$ cat src/rtl/o_gate_sat_cnt.sv
// o_gate_sat_cnt -- W-bit saturating up-counter.
//
// Counts enabled cycles and sticks at all-ones instead of wrapping.
// Reset has priority over clear, and clear has priority over counting.
//
// Ports
//   clk    : clock, rising-edge active
//   rst    : synchronous active-high reset (count -> 0)
//   clr_i  : synchronous clear (count -> 0), ignored while rst=1
//   en_i   : count enable; adds one per edge unless saturated
//   cnt_o  : current count value
module o_gate_sat_cnt #(
  parameter int W = 16
) (
  input  logic         clk,
  input  logic         rst,
  input  logic         clr_i,
  input  logic         en_i,
  output logic [W-1:0] cnt_o
);

  // Saturation value is derived here, so no shared constants are needed.
  localparam logic [W-1:0] CNT_MAX = {W{1'b1}};

  logic [W-1:0] cnt_q;
  logic [W-1:0] cnt_d;

  always_comb begin
    cnt_d = cnt_q;
    if (clr_i) begin
      cnt_d = '0;
    end else if (en_i && (cnt_q != CNT_MAX)) begin
      cnt_d = cnt_q + 1'b1;
    end
  end

  always_ff @(posedge clk) begin
    if (rst) begin
      cnt_q <= '0;
    end else begin
      cnt_q <= cnt_d;
    end
  end

  assign cnt_o = cnt_q;

endmodule

$ cat src/rtl/o_gate.sv
// o_gate -- two-input OR gate with registered output, rising-edge pulse,
// input-combination coverage flags and a saturating high-cycle counter.
//
// Ports
//   clk      : clock, rising-edge active
//   rst      : synchronous active-high reset (highest priority)
//   a, b     : OR operands
//   clr      : synchronous clear of seen and hi_count (below rst)
//   z        : combinational a|b, valid even with the clock stopped or in reset
//   z_q      : z delayed by one edge
//   z_rise   : high for the one cycle in which z_q has just gone 0->1
//   seen     : sticky flag per input combination, indexed by {a,b}
//   all_seen : AND of all four seen bits
//   hi_count : number of sampled edges at which z was 1, saturating
module o_gate #(
  parameter int CNT_W = 16
) (
  input  logic             clk,
  input  logic             rst,
  input  logic             a,
  input  logic             b,
  input  logic             clr,
  output logic             z,
  output logic             z_q,
  output logic             z_rise,
  output logic [3:0]       seen,
  output logic             all_seen,
  output logic [CNT_W-1:0] hi_count
);

  logic       zreg_q;
  logic       zreg_d;
  logic       rise_q;
  logic       rise_d;
  logic [3:0] seen_q;
  logic [3:0] seen_d;
  logic [1:0] sel;

  assign z   = a | b;
  assign sel = {a, b};

  always_comb begin
    zreg_d = z;
    // Uses the pre-edge z_q, so the pulse lines up with the edge where
    // z_q itself becomes 1.
    rise_d = z & ~zreg_q;
    seen_d = seen_q;
    if (clr) begin
      // The sample present during a clear is deliberately not recorded.
      seen_d = 4'b0000;
    end else begin
      seen_d[sel] = 1'b1;
    end
  end

  always_ff @(posedge clk) begin
    if (rst) begin
      zreg_q <= 1'b0;
      rise_q <= 1'b0;
      seen_q <= 4'b0000;
    end else begin
      zreg_q <= zreg_d;
      rise_q <= rise_d;
      seen_q <= seen_d;
    end
  end

  assign z_q      = zreg_q;
  assign z_rise   = rise_q;
  assign seen     = seen_q;
  assign all_seen = &seen_q;

  o_gate_sat_cnt #(
    .W (CNT_W)
  ) u_hi_cnt (
    .clk   (clk),
    .rst   (rst),
    .clr_i (clr),
    .en_i  (z),
    .cnt_o (hi_count)
  );

endmodule

$ cat config.mk
export PLATFORM = sky130hd
export DESIGN_NAME = o_gate
export DESIGN_NICKNAME = d
export VERILOG_FILES = /design/src/rtl/o_gate_sat_cnt.sv /design/src/rtl/o_gate.sv
export SDC_FILE = /design/constraint.sdc
export NUM_CORES = 1
export LEC_CHECK = 0
export BUFFER_PORTS_ARGS = -buffer_cell sky130_fd_sc_hd__buf_2
export CAP_MARGIN = 30
export CELL_PAD_IN_SITES_DETAIL_PLACEMENT = 1
export CELL_PAD_IN_SITES_GLOBAL_PLACEMENT = 2
export CORE_ASPECT_RATIO = 1.25
export CORE_UTILIZATION = 32
export CTS_CLUSTER_DIAMETER = 50
export CTS_CLUSTER_SIZE = 12
export DETAILED_ROUTE_END_ITERATION = 8
export MAX_ROUTING_LAYER = met4
export PLACE_DENSITY = 0.78
export SLEW_MARGIN = 20
export SYNTH_ARGS = -nofsm -noshare
export SYNTH_HDL_FRONTEND = slang
export SYNTH_HIERARCHICAL = 1
export SYNTH_SLANG_ARGS = --single-unit
$ cat constraint.sdc
create_clock -name clk -period 3.7 [get_ports clk]
set_clock_uncertainty 0.1 [all_clocks]
set_input_delay 0.74 -clock clk [delete_from_list [all_inputs] [get_ports clk]]
set_output_delay 0.74 -clock clk [all_outputs]
set_load 0.005 [all_outputs]
* Word-level counts from Yosys, hierarchy flattened *
Cells that the tools add are included.

word-level totals
  flip-flop bits (word level) = 22
  input bits = 5
  output and inout port bits = 24
  word-level logic and storage cells = 18

cells by class
  add/sub/neg operators = 1
  order comparisons = 2
  equality and inequality tests = 1
  multiplexer cells = 2
  bitwise gates (word level) = 4
  reductions and logical operators = 4

operators by type and width
  cell                   number
  $add 16x1->16 const B  1
  $ne 16x16->1 const B   1
  $or 4x4->4             1
  $reduce_and 4->1       1
  $lt 2x3->1 const B     1
  $demux 1 s2            1
  $ge 2x1->1 const B     1
  $logic_and 1x1->1      2
  $reduce_or 2->1        1
  $and 1x1->1            1
  $mux 1                 1
  $not 1->1              1
  $or 1x1->1             1

* Depth between registers and ports, before layout *
Gate-level depths: netlist (run 1).

  depth in word-level cells = 5
  depth in mapped cells = 7
  gate-level depth less buffers = 6

* By module *
Netlist (run 1), hierarchy kept.

by module, submodules not included
  module          instances  cells each  area an instance (µm²)
  o_gate_sat_cnt  1          102         917.1
  o_gate          1          21          202.7

* Least setup slack after synthesis (run 1) *
OpenSTA, ideal clock, no wires.

  path type = input -> register
  start = input b
  end = register u_hi_cnt.cnt_q[14], in the netlist u_hi_cnt/cnt_o[14]
  setup time = 0.070 ns
  arrival = 1.869 ns
  required time = 3.530 ns
  path slack = 1.661 ns
  stages = 7
  path buffers = 1
  cells stage by stage = nor2_1 -> inv_1 -> and4_4 -> and3_1 -> buf_4 -> a41o_1 -> a21oi_1

on the way
  word-level cells in the longest chain between the ends = 2

RTL lines
  element               RTL line              RTL
  from (decl)           o_gate.sv:21          input logic b,
  $or 1x1->1            o_gate.sv:39          assign z = a | b;
  net z                 o_gate.sv:23          output logic z,
  $logic_and 1x1->1     o_gate_sat_cnt.sv:32  end else if (en_i && (cnt_q != CNT_MAX)) begin
  to (signal assigned)  o_gate_sat_cnt.sv:41  cnt_q <= cnt_d;
  to (decl)             o_gate_sat_cnt.sv:25  logic [W-1:0] cnt_q;

The timed path passes the listed nets, and every way through them passes these cells.
A chain may end at the register's enable or synchronous reset.

* Worst setup path after layout (run 1) *
  start = input b
  end = output z

on the way
  word-level cells in the longest chain between the ends = 1

RTL lines
  element     RTL line
  $or 1x1->1  o_gate.sv:39
  to (decl)   o_gate.sv:23

Every way passes these cells.

==> metrics.yaml, run 1 <==
drc_errors: 0
final_util_pct: 40.7
netlist_area_mm2: 0.00112
synth_compound_area_share_pct: 19.1
cp_max_fo: 6
syn-num-nets: 129
clkTransAtPathRegs_ns: 0.09
synthAdderAreaFrac_pct: 1.12
cts_buffer_depth: 2
io_pins: 29
hpwl_um: 2140
cts.sinks: 22
place_inst: 183
fin_tns_setup_ns: 0
ant_nets: 0
cp.arrival_ns: 1.40
n_antenna_cell: 0
core-area_mm2: 0.00328
gp_congestion: 0.729
maxCapViolations: 0
slowest_delay_ns: 0.23
synth_top_family_by_area: "simple AND/OR/NAND/NOR gates"
ys_seq_elements: 22
slowest_stage: "nor2_1"
fin_crit_ns: 2.24
power.density_mw_per_mm2: 377
start_util_pct: 34.1
clk_latency_ns: 0.27
holdBufCountCts: 0
fillers: 409
grt_pass1_vias: 1055
grt-ovfl-total: 0
drv_slew: 0
postSynthAreaPerCell_um2: 9.10
drt_wl_total_um: 2880
drt-vias-per-instance: 5.57
placementRows: 23
die_x_um: 54.9
whs_ns: 0.362
setup_ws_ns: 1.46
grt_pass1_wl_um: 4750
fin_crit_sh_pct: 60.5
cpMostUsedCell: "buf_2"
yosysSeqAreaShare_pct: 39.3
whs_path_depth: 1
cts_tree: "built"
startpoint_type: "primary input"
root_buffer: "clkbuf_8"
max-slew-margin-rel_pct: 47.4
drive_above_1_share_pct: 30.0
synth_mux_area_share_pct: 5.36
vias: 1041
synthDistinctLibCells: 40
fmax_ghz: 0.447
synth_cells: 123
syn_to_final_growth_pct: 19.2
dieHeight_um: 68.1
grt_max_degree: 14
hold_violations: 0
worst_pin_slew_ns: 0.786
port_buffers: 28
setup_viol: 0
timing_worst_setup_path_type: "in2out"
final_cells: 187
status: "completed"
synthSimpleGateAreaFrac_pct: 29.9
cp_cell_sequence: "buf_2, nor2_1, inv_1, buf_2"
cts_setup_buffers: 0
drt-initial-drc-count: 30
htreeDepth: 1
nets: 157
setup.worst_path.end_class: "primary output"
die_area_mm2: 0.00374
rsz0062_at_grt: "no"
intPower_mw: 0.396
p_switching_mw: 0.107
wl_per_cell_um: 15.4
reg2regPathDepth: 4
critPathTopFamily: "buffers and inverters"
combPwrFrac_pct: 5.1
grtUsageTotal_pct: 18.4
yosys_warnings: 6
clkPwrFrac_pct: 46.5
antenna_found_initial: 0
power_frac_seq_pct: 48.4
cts.repair.resized: 0
swShare_pct: 21.3
hold_path_class: "reg2reg"
cts_buffers: 3
path_buf_inv: 3
vdd_drop_max_mv: 0.193
dp_slack_ns: 1.43
power.leakage_nw: 0.575
required_ns: 2.86
crit_cells: 4
dr.pass1.iters: 4
synth-xor-area-share_pct: 0
==> worst reg2reg max path: cells and delay by family, from the launching register on <==
kind	cells	cell delay [ns]
AND/OR/NAND/NOR	2	0.68
multiplexers	1	0.16
flip-flops	1	0.47
AO/OA/AOI/OAI	1	0.27
==> cells by family after synthesis <==
logic type / Yosys count
AND/OR/NAND/NOR: 54
adder cells (fa/ha/maj): 1
buffers and inverters: 9
flip-flops: 22
multiplexers: 6
AO/OA/AOI/OAI: 31
==> registers in the layout, summed over array words and instances (netlist names) <==
signal,flops
u_hi_cnt/cnt_o,16
z_rise,1
z_q,1
seen,4
==> per-layer routing <==
| layer | vias up | global-route usage [%] | wire [µm] |
|---|---|---|---|
| met5 | - | - | 0 |
| met4 | 0 | 8.44 | 55 |
| met3 | 5 | 3.33 | 97 |
| met2 | 22 | 31.6 | 1470 |
| met1 | 502 | 19.9 | 1250 |
| li1 | 512 | - | - |
==> cell usage after synthesis <==
master	n	area share, %
and2_2	2	1.3
or3_2	3	2.0
and3_1	3	1.7
nor3_1	3	1.3
or2_1	1	0.56
and2_1	2	1.1
a21boi_0	1	0.67
and3_4	2	2.0
buf_1	1	0.33
dlygate4sd1_1	1	0.78
mux2i_1	6	5.4
o21ai_1	2	0.89
a2111o_1	2	2.0
ha_1	1	1.1
inv_1	4	1.3
and4_1	1	0.78
o21ai_0	4	1.8
nand3_1	5	2.2
o2111a_1	1	1.0
a311oi_1	1	0.78
a211oi_1	3	2.0
or2_4	1	0.78
and3_2	1	0.67
nor2_1	5	1.7
nand4_1	3	1.7
a211oi_2	1	1.1
and4_4	1	1.0
or3_1	4	2.2
a31oi_1	4	2.2
nand4_4	1	1.9
o21ba_1	1	0.89
buf_6	2	2.0
nand2b_1	2	1.1
dfxtp_1	22	39
a21oi_1	9	4.0
a41o_1	1	0.89
nand2_1	13	4.4
nor3_4	1	1.5
buf_4	1	0.67
o2111ai_1	1	0.78
==> per-stage QoR <==
step / cell area, µm² / total power, mW
after floorplan: 1120 / 0.263
after global placement: 1260 / 0.275
after detailed placement: 1260 / 0.275
after CTS: 1340 / 0.511
after global routing: 1340 / 0.520
final: 1340 / 0.503
==> power by group through the flow <==
stage | clock network [mW] | registers [mW] | logic, mW
after floorplan | 0 | 0.249 | 0.0134
after global placement | 0 | 0.249 | 0.0253
after detailed placement | 0 | 0.249 | 0.0258
after CTS | 0.241 | 0.244 | 0.0259
after global routing | 0.247 | 0.245 | 0.0289
final | 0.234 | 0.244 | 0.0255
==> layout by cell type, fill, tap and decap left out, types with 4 or more instances in the layout <==
cell	netlist	layout
inv_1	4	4
buf_2	0	28
mux2i_1	6	6
or3_1	4	4
o21ai_0	4	4
nand2_1	13	13
nand3_1	5	5
nor2_1	5	5
dfxtp_1	22	22
a21oi_1	9	9
a31oi_1	4	4
==> final cells by class <==
class | count | area, µm² | area share, %
Clock inverter | 1 | 30.0 | 2.25
Sequential cell | 22 | 440 | 33.0
Multi-Input combinational cell | 92 | 622 | 46.6
Tap cell | 37 | 46.3 | 3.47
Clock buffer | 3 | 41.3 | 3.09
Timing Repair Buffer | 28 | 140 | 10.5
Inverter | 4 | 15.0 | 1.12
==> path summary, 6_finish.rpt <==
| path | startpoint | to | slack [ns] |
|---|---|---|---|
| worst max-delay path | b | z | 1.46 |
| worst min-delay path | z_q | z_rise | 0.36 |
| worst max register to register | u_hi_cnt/cnt_o[13] | u_hi_cnt/cnt_o[1] | 1.89 |
| worst min register to register | z_q | z_rise | 0.36 |
Power figures use the tool's default switching activity.
==> run 2, diff against run 1 <==
--- a/config.mk
+++ b/config.mk
@@ -10,12 +10,12 @@
 export CELL_PAD_IN_SITES_DETAIL_PLACEMENT = 1
 export CELL_PAD_IN_SITES_GLOBAL_PLACEMENT = 2
 export CORE_ASPECT_RATIO = 1.25
-export CORE_UTILIZATION = 32
+export CORE_UTILIZATION = 30
 export CTS_CLUSTER_DIAMETER = 50
 export CTS_CLUSTER_SIZE = 12
 export DETAILED_ROUTE_END_ITERATION = 8
 export MAX_ROUTING_LAYER = met4
-export PLACE_DENSITY = 0.78
+export PLACE_DENSITY = 0.74
 export SLEW_MARGIN = 20
 export SYNTH_ARGS = -nofsm -noshare
 export SYNTH_HDL_FRONTEND = slang
==> constraint.sdc (replaced) <==
create_clock -name clk -period 2.2 [get_ports clk]
set_clock_uncertainty 0.1 [all_clocks]
set_input_delay 0.44 -clock clk [delete_from_list [all_inputs] [get_ports clk]]
set_output_delay 0.44 -clock clk [all_outputs]
set_load 0.005 [all_outputs]
==> metrics.yaml, run 2 (synthesis gave the netlist of run 1 again) <==
status: "completed"
vias: 1033  # -0.77%
cp_max_fo: 6  # unchanged
cts_buffer_depth: 2  # unchanged
fin_crit_ns: 1.75
timing_worst_setup_path_type: "reg2reg"
grt_pass1_vias: 1037  # -1.7%
drv_slew: 0  # unchanged
hold_violations: 0  # unchanged
htreeDepth: 1  # unchanged
root_buffer: "clkbuf_8"
power.density_mw_per_mm2: 531  # +41%
hp-start: "z_q"
drt-vias-per-instance: 5.41  # -2.8%
whs_path_depth: 1  # unchanged
cts_buffers: 3  # unchanged
r2r-start: "u_hi_cnt/cnt_o[0]"
die_area_mm2: 0.00398  # +6.4%
cts.repair.resized: 0  # unchanged
drt-initial-drc-count: 18  # -40%
ant_nets: 0  # unchanged
grt-ovfl-total: 0  # unchanged
port_buffers: 28  # unchanged
place_inst: 188  # +2.7%
setup.worst_path.end_class: "flop"
required_ns: 2.27  # -0.59 ns
grt_pass1_wl_um: 4730  # -0.29%
cts.sinks: 22  # unchanged
drc_errors: 0  # unchanged
cp.arrival_ns: 1.82  # +0.42 ns
drive_above_1_share_pct: 30.9  # +0.92 points
timing.rr.end: "u_hi_cnt/cnt_o[12]"
clk_latency_ns: 0.26  # about the same
grtUsageTotal_pct: 15.2  # -3.2 points
gp_congestion: 0.780  # +7.0%
hold_path_class: "reg2reg"
start_util_pct: 31.9  # -2.3 points
worst_pin_slew_ns: 0.439  # -0.347 ns
dieHeight_um: 70.3  # +3.2%
fmax_ghz: 0.572
syn_to_final_growth_pct: 18.8
maxCapViolations: 0  # unchanged
reg2regPathDepth: 5  # +1
mostFrequentLayoutCells: "28 x buf_2, 22 x dfxtp_1, 13 x nand2_1, 9 x a21oi_1, 6 x mux2i_1"
antenna_found_initial: 0  # unchanged
cts_setup_buffers: 0  # unchanged
wl_per_cell_um: 14.5  # -5.9%
vdd_drop_max_mv: 0.276  # +43%
clkTransAtPathRegs_ns: 0.08  # about the same
max-slew-margin-rel_pct: 70.5  # +23 points
grt_max_degree: 13  # -1
hold_end: "z_rise"
setup_viol: 0  # unchanged
placementRows: 24  # +4.3%
layout_commonest_cell: "buf_2"
n_antenna_cell: 0  # unchanged
core-area_mm2: 0.00351  # +7.1%
drt_wl_total_um: 2770  # -3.9%
nets: 160  # +1.9%
dr.pass1.iters: 4  # unchanged
die_x_um: 56.6  # +3.2%
r2r_slack_ns: 0.45  # -1.44 ns
holdBufCountCts: 0  # unchanged
rsz0062_at_grt: "no"
final_cells: 191  # +2.1%
startpoint_type: "flop"
cts_tree: "built"
power.leakage_nw: 0.576  # +0.28%
fin_crit_sh_pct: 79.4
fin_tns_setup_ns: 0  # unchanged
io_pins: 29  # unchanged
hpwl_um: 2120  # -0.75%
largest_reg_flops: 16  # unchanged
==> run 2: area by class of cell <==
cell class | instances | area (µm²)
Fill cell | 423 | 2180
Sequential cell | 22 | 440
Inverter | 4 | 15.0
Clock buffer | 3 | 41.3
Timing Repair Buffer | 31 | 163
Tap cell | 39 | 48.8
Multi-Input combinational cell | 92 | 622
==> run 2: worst max path at each step <==
stage                       from                 end  slack [ns]
2_1_floorplan                  b  u_hi_cnt/cnt_o[14]        0.46
3_3_place_gp                   b  u_hi_cnt/cnt_o[12]        0.38
3_5_place_dp                   b  u_hi_cnt/cnt_o[15]        0.33
4_1_cts        u_hi_cnt/cnt_o[0]  u_hi_cnt/cnt_o[12]        0.45
5_1_grt        u_hi_cnt/cnt_o[0]  u_hi_cnt/cnt_o[12]        0.35
6_report       u_hi_cnt/cnt_o[0]  u_hi_cnt/cnt_o[12]        0.45
==> run 2: per-layer routing <==
layer,track usage [%],vias to the layer above,share of wire [%]
met5,-,-,0
met4,3.25,0,0.47
met3,2.78,2,3.3
met2,27.6,18,52
met1,17.1,498,44
li1,-,515,-
==> run 2: worst max-delay path, cell delays in order (launching register included) <==
cell	delay [ns]
dfxtp_1	0.43
ha_1	0.22
and4_4	0.26
and3_1	0.30
a31oi_1	0.12
a311oi_1	0.23
==> run 2: report_power, final <==
part / switching [mW] / total [mW] / leakage [nW] / internal [mW]
Sequential: 0.00541 / 0.410 / 0.178 / 0.405
Clock: 0.129 / 0.251 / 0.0216 / 0.122
Combinational: 0.0246 / 0.0455 / 0.376 / 0.0208
==> run 2: stage by stage <==
stage / hold WS (ns) / total power [mW] / utilization, % / instance area (µm²) / setup WS (ns)
after floorplan: 0.322 / 0.442 / - / 1120 / 0.461
after global placement: 0.301 / 0.465 / 36.7 / 1290 / 0.379
after detailed placement: 0.320 / 0.466 / 36.7 / 1290 / 0.326
after CTS: 0.331 / 0.717 / 37.9 / 1330 / 0.446
after global routing: 0.357 / 0.736 / 37.9 / 1330 / 0.346
final: 0.319 / 0.706 / 37.9 / 1330 / 0.452
==> run 3, diff against run 2 <==
==> constraint.sdc (replaced) <==
create_clock -name clk -period 1.8 [get_ports clk]
set_clock_uncertainty 0.1 [all_clocks]
set_input_delay 0.36 -clock clk [delete_from_list [all_inputs] [get_ports clk]]
set_output_delay 0.36 -clock clk [all_outputs]
set_load 0.005 [all_outputs]
==> metrics.yaml, run 3 (synthesis gave the netlist of run 1 again) <==
placementRows: 24  # unchanged
status: "completed"
die_area_mm2: 0.00398  # unchanged
power_mw: 0.925  # +31%
reg2regPathDepth: 5  # unchanged
worst_pin_slew_ns: 0.430  # -0.00818 ns
hold_path_class: "in2reg"
hold_end: "z_q"
wl_per_cell_um: 14.7  # +1.7%
cts_setup_buffers: 0  # unchanged
mostFrequentLayoutCells: "28 x buf_2, 22 x dfxtp_1, 13 x nand2_1, 9 x a21oi_1, 8 x buf_4"
core-area_mm2: 0.00351  # unchanged
grtUsageTotal_pct: 16.2  # +1.0 points
place_inst: 193  # +2.7%
cts.sinks: 22  # unchanged
setup_viol: 0  # unchanged
syn_to_final_growth_pct: 23.4
required_ns: 1.88  # -0.39 ns
grt-ovfl-total: 0  # unchanged
io_pins: 29  # unchanged
grt_pass1_wl_um: 4830  # +2.0%
antenna_found_initial: 0  # unchanged
hpwl_um: 2250  # +6.1%
power.leakage_nw: 0.610  # +5.8%
whs_path_depth: 2  # +1
start_util_pct: 31.9  # unchanged
cp.arrival_ns: 1.71  # -0.11 ns
n_antenna_cell: 0  # unchanged
fin_crit_sh_pct: 90.2  # +11 points
drc_errors: 0  # unchanged
cts_tree: "built"
final_cells: 197  # +3.1%
cts_buffer_depth: 2  # unchanged
path_buf_inv: 0  # unchanged
layout_commonest_cell: "buf_2"
dr.pass1.iters: 4  # unchanged
maxCapViolations: 0  # unchanged
dp_slack_ns: 0.0505  # -0.275 ns
r2r_slack_ns: 0.18  # -0.28 ns
drive_above_1_share_pct: 33.5  # +2.6 points
vdd_drop_max_mv: 0.364  # +32%
fin_crit_ns: 1.62  # -0.125 ns
slowest_stage: "dfxtp_1"
holdBufCountCts: 0  # unchanged
htreeDepth: 1  # unchanged
cts.repair.resized: 0  # unchanged
grt_pass1_vias: 1061  # +2.3%
gp_congestion: 0.747  # -4.2%
vias: 1045  # +1.2%
grt_max_degree: 13  # unchanged
port_buffers: 28  # unchanged
cts_buffers: 3  # unchanged
final_util_pct: 39.3  # +1.5 points
largest_reg_flops: 16  # unchanged
startpoint_type: "flop"
drt-initial-drc-count: 25  # +7
power.density_mw_per_mm2: 669  # +26%
timing_worst_setup_path_type: "reg2reg"
cp_cell_sequence: "ha_1, and4_4, and3_1, a31oi_1, a311oi_1"
multiInputGateArea_um2: 622  # unchanged
setup_ws_ns: 0.177  # -0.275 ns
fmax_ghz: 0.616  # +7.7%
placed_area_mm2: 0.00133  # +2.9%
dieHeight_um: 70.3  # unchanged
die_x_um: 56.6  # unchanged
timing.rr.end: "u_hi_cnt/cnt_o[12]"
fin_area_mm2: 0.00138  # +3.9%
root_buffer: "clkbuf_8"
drv_slew: 0  # unchanged
clkTransAtPathRegs_ns: 0.08  # about the same
drt_wl_total_um: 2900  # +4.8%
max-slew-margin-rel_pct: 71.0  # +0.55 points
hold_violations: 0  # unchanged
nets: 165  # +3.1%
clk_latency_ns: 0.27  # about the same
r2r-start: "u_hi_cnt/cnt_o[0]"
drt-vias-per-instance: 5.30  # -1.9%
cp_max_fo: 6  # unchanged
slowest_delay_ns: 0.35  # -0.08 ns
critPathTopFamily: "simple AND/OR/NAND/NOR gates"
ant_nets: 0  # unchanged
setup.worst_path.end_class: "flop"
ff_latch_area_um2: 440  # unchanged
hp-start: "rst"
fillers: 426  # +0.71%
fin_tns_setup_ns: 0  # unchanged
whs_ns: 0.263  # -0.0561 ns
rsz0062_at_grt: "no"
[run 3: cell types whose count changed in the layout (fill, tap and decap cells not counted)]
cell	previous run	this run
buf_4	3	8
clkbuf_8	3	4
[run 3: final cells by class]
type / count / area share (%)
sequential: 22 / 31.9
tap: 39 / 3.53
clock buffer: 4 / 3.99
inverter: 4 / 1.09
timing repair buffer: 36 / 14.5
multi-input combinational: 92 / 45.0
[run 3: worst register-to-register path, delay by kind of cell (launching register included)]
family,cells,cell delay [ns]
AOI/OAI and AO/OA,2,0.35
adders and majority gates,1,0.20
DFF,1,0.35
and+or+nand+nor,2,0.54
[run 3: how the worst max path moves through the flow]
stage,startpoint,endpoint,cells past startpoint
4_1_cts,u_hi_cnt/cnt_o[0],u_hi_cnt/cnt_o[12],5
6_report,u_hi_cnt/cnt_o[0],u_hi_cnt/cnt_o[12],5
5_1_grt,u_hi_cnt/cnt_o[0],u_hi_cnt/cnt_o[11],5
2_1_floorplan,b,u_hi_cnt/cnt_o[14],7
3_5_place_dp,b,u_hi_cnt/cnt_o[9],7
3_3_place_gp,b,u_hi_cnt/cnt_o[15],7
[run 3: per-layer routing]
layer / wire (µm) / vias to the layer above / track usage [%] / part of all wire, %
met5: 0 / - / - / 0
met4: 52 / 0 / 6.50 / 1.8
met3: 89 / 5 / 2.78 / 3.1
met2: 1500 / 19 / 28.1 / 52
met1: 1260 / 494 / 18.2 / 43
li1: - / 527 / - / -
[run 3: report_power, final]
group | total, mW | internal [mW] | switching [mW]
Combinational | 0.0627 | 0.0294 | 0.0333
Clock | 0.363 | 0.195 | 0.167
Sequential | 0.499 | 0.495 | 0.00452
